--- src/rtl/dram_check_pkg.sv ---
// Shared definitions for the DRAM pattern checker.
//   state_e      : checker FSM states
//   LFSR_POLY    : Galois feedback mask of the 32-bit test-pattern LFSR
//   lfsr_next()  : one LFSR step
package dram_check_pkg;

    typedef enum logic [2:0] {
        IDLE,
        WR_GO,
        WR_FILL,
        WR_WAIT,
        RD_GO,
        RD_DRAIN,
        DONE
    } state_e;

    localparam logic [31:0] LFSR_POLY = 32'h8020_0003;

    function automatic logic [31:0] lfsr_next(input logic [31:0] l);
        return (l >> 1) ^ (l[0] ? LFSR_POLY : 32'h0);
    endfunction

endpackage

--- src/rtl/dram_check_lfsr.sv ---
// 32-bit Galois LFSR register for the test pattern.
//   clk, reset_n : clock, async active-low reset (register resets to 1)
//   load_i       : load load_val_i (has priority over advance_i)
//   advance_i    : step the LFSR once
//   value_o      : current LFSR value
module dram_check_lfsr
    import dram_check_pkg::*;
(
    input  logic        clk,
    input  logic        reset_n,
    input  logic        load_i,
    input  logic [31:0] load_val_i,
    input  logic        advance_i,
    output logic [31:0] value_o
);

    logic [31:0] lfsr_q;
    logic [31:0] lfsr_d;

    always_comb begin
        lfsr_d = lfsr_q;
        if (load_i) begin
            lfsr_d = load_val_i;
        end else if (advance_i) begin
            lfsr_d = lfsr_next(lfsr_q);
        end
    end

    always_ff @(posedge clk or negedge reset_n) begin
        if (!reset_n) begin
            lfsr_q <= 32'd1;
        end else begin
            lfsr_q <= lfsr_d;
        end
    end

    assign value_o = lfsr_q;

endmodule

--- config.mk ---
export PLATFORM = sky130hd
export DESIGN_NAME = dram_check_lfsr
export DESIGN_NICKNAME = d
export VERILOG_FILES = /design/src/rtl/dram_check_pkg.sv /design/src/rtl/dram_check_lfsr.sv
export SDC_FILE = /design/constraint.sdc
export NUM_CORES = 1
export LEC_CHECK = 0
export ABC_AREA = 1
export CAP_MARGIN = 0
export CORE_UTILIZATION = 25
export CTS_CLUSTER_SIZE = 24
export DETAILED_ROUTE_END_ITERATION = 12
export PLACE_DENSITY = 0.58
export SKIP_CTS_REPAIR_TIMING = 1
export SYNTH_ARGS = -nofsm -noshare
export SYNTH_HDL_FRONTEND = slang
export SYNTH_SLANG_ARGS = --single-unit
--- constraint.sdc ---
create_clock -name clk -period 1 [get_ports clk]
set_clock_uncertainty 0.05 [all_clocks]
set_input_delay 0.1 -clock clk [delete_from_list [all_inputs] [get_ports clk]]
set_output_delay 0.1 -clock clk [all_outputs]
set_load 0.02 [all_outputs]
==> results.toml <==
[outcome]
status = "complete, but fails checks"
violations = "negative setup slack"

[sta]
worstMarginPinSlew_ns = 0.314
period_share_pct = 109
whs_ns = 0.191
slew_headroom_pct = 79.1
min_period_ns = 1.09
max_freq_mhz = 914
hold_viol = 0
setup-tns-final_ns = -0.135
rsz0062_at_grt = "true"
setup_slack_ns = -0.0944
setup-violations-final = 4
slew_violations = 0

[grt]
grt_max_degree = 22
antenna_found_initial = 0
grtUsageTotal_pct = 14.3
grt_pass1_wl_um = 6800
overflow = 0
grt_pass1_vias = 1509

[die]
initial_utilization_pct = 26.1
fp-row-count = 27
core_mm2 = 0.00557
die_y_um = 78.3
die_w_um = 78.3
die_area_mm2 = 0.00613
io_pins = 68

[logic_synthesis]
yosysTopAreaCell = "dfrtp_1"
synth_top_family_by_area = "simple AND/OR/NAND/NOR gates"
syn_nets = 222
synth_mux_area_share_pct = 0
syn_inst = 186
async_flop_share_pct = 100
yosys.area_share.simple_pct = 38.1
ys_ff_latch = 32
yosysUniqueCellTypes = 11
synth_area_mm2 = 0.00146
ys_top_cells_by_area = "dfrtp_1, nand2_1, nand3_1"
synth_fa_ha_area_share_pct = 0
ys.flop_type = "dfrtp_1"
synth_xor_area_share_pct = 0
synth_compound_area_share_pct = 1.03
synth.most_common_cell = "nand2_1"
netlist.area_leader.share_pct = 53.3
synth_warnings = 0
yosysSeqAreaShare_pct = 55.1
avgSynthCellArea_um2 = 7.83
synth_edf_count = 0
ys_top_cells_by_count = "nand2_1, nand3_1, dfrtp_1"

[layout]
design_area_mm2 = 0.00268
largest_reg_flops = 32
syn2layout_area_growth_pct = 83.8
fill_cells = 558
drive_gt1_share_pct = 34.2
finalNonFillerCells = 373
fin_util_pct = 48.0
nets = 337
antenna_cells = 0

[routing]
wl_met2_um = 2050
wl_met3_um = 312
wl_per_cell_um = 11.5
vias = 1600
wl_met1_um = 1890
wl_um = 4290
vias_per_cell = 4.29
top_layer = "met4"
dr.pass1.iters = 4
ant_nets = 0
drtIter0Drc = 47
post-route-drc-count = 0

[power_and_ir_drop]
ir_drop_mv = 0.542
p_leak_nw = 1.37
p_total_mw = 3.64
power_per_cell_area_mw_per_mm2 = 1360

[worst_setup_path]
arrival_ns = 0.94
path_class = "reg2out"
cp.buffers_inverters = 1
critPathMaxFanout = 2
crit_chain = "buf_6"
cp.required_ns = 0.85
crit_path_end_kind = "primary output"
path_delay_family = "flip-flops"
startpoint_type = "register"
slowest_delay_ns = 0.55
slowest_stage = "dfstp_2"

[placement]
numPortBuffers = 67
place.gp.congestion = 0.785
dp_cells = 358
placed_area_mm2 = 0.00250
hpwl_um = 3130
pre_cts_ws_ns = -0.332

[cts]
clock_path_buffers = 2
cts.sink_count = 32
path_clk_slew_ns = 0.06
cts_buffers = 5
cts-root-buf = "clkbuf_8"
cts_tree = "built"
worst_skew_pair.late_latency_ns = 0.28
htree_levels = 2

[min_path]
hp-class = "in2async"

[flow_run]
maxCapViolations = 0
[layout make-up]
class | count | area [um^2] | area share [%]
clock inverter | 1 | 5.00 | 0.187
sequential | 32 | 802 | 30.0
inverter | 8 | 35.0 | 1.31
tap | 72 | 90.1 | 3.36
clock buffer | 6 | 72.6 | 2.71
timing repair buffer | 118 | 1060 | 39.6
multi-input combinational | 136 | 613 | 22.9
[cells in the final DEF, fill, tap and decap left out]
cell	Yosys	layout
inv_2	1	1
dfrtp_1	31	31
dlymetal6s2s_1	0	1
clkinv_2	0	1
buf_2	5	4
buf_4	3	42
clkdlybuf4s50_1	0	33
a21oi_1	3	2
nand3_1	32	28
clkbuf_1	2	1
dfstp_2	1	1
clkbuf_8	0	5
inv_6	0	1
nand2_1	99	95
a21oi_2	0	1
nand3_2	0	4
nand2_2	0	2
nand2_4	0	2
inv_1	7	6
dlygate4sd3_1	0	1
buf_12	0	2
nor2_4	2	2
clkbuf_2	0	10
buf_6	0	25
[logic make-up after synthesis]
group | count (synthesis)
buffers and inverters | 18
AND/OR/NAND/NOR | 133
AO/OA/AOI/OAI | 3
flip-flops | 32
[power by group]
part / internal, mW / total (mW) / switching [mW]
clock: 0.472 / 0.916 / 0.444
combinational: 0.647 / 1.20 / 0.555
sequential: 1.43 / 1.53 / 0.0931
total: 2.55 / 3.64 / 1.09
[path summary, 6_finish.rpt]
path / from / to / slack [ns] / depth (start not counted)
setup / recovery: value_o[0]$_DFFE_PN1P_ / value_o[0] / -0.09 / 1
hold / removal: reset_n / value_o[31]$_DFFE_PN0P_ / 0.19 / 2
setup reg to reg: value_o[0]$_DFFE_PN1P_ / value_o[1]$_DFFE_PN0P_ / -0.02 / 4
hold reg to reg: value_o[30]$_DFFE_PN0P_ / value_o[29]$_DFFE_PN0P_ / 0.53 / 3
max in group asynchronous: reset_n / value_o[13]$_DFFE_PN0P_ / 0.30 / 3
min in group clk: advance_i / value_o[0]$_DFFE_PN1P_ / 0.32 / 6
[layer usage]
metal	global-route usage, %	up-vias
li1	-	812
met5	0	-
met1	18.0	731
met2	23.6	51
met4	3.89	0
met3	4.42	6
No activity file was read; power rests on OpenSTA's default activity.
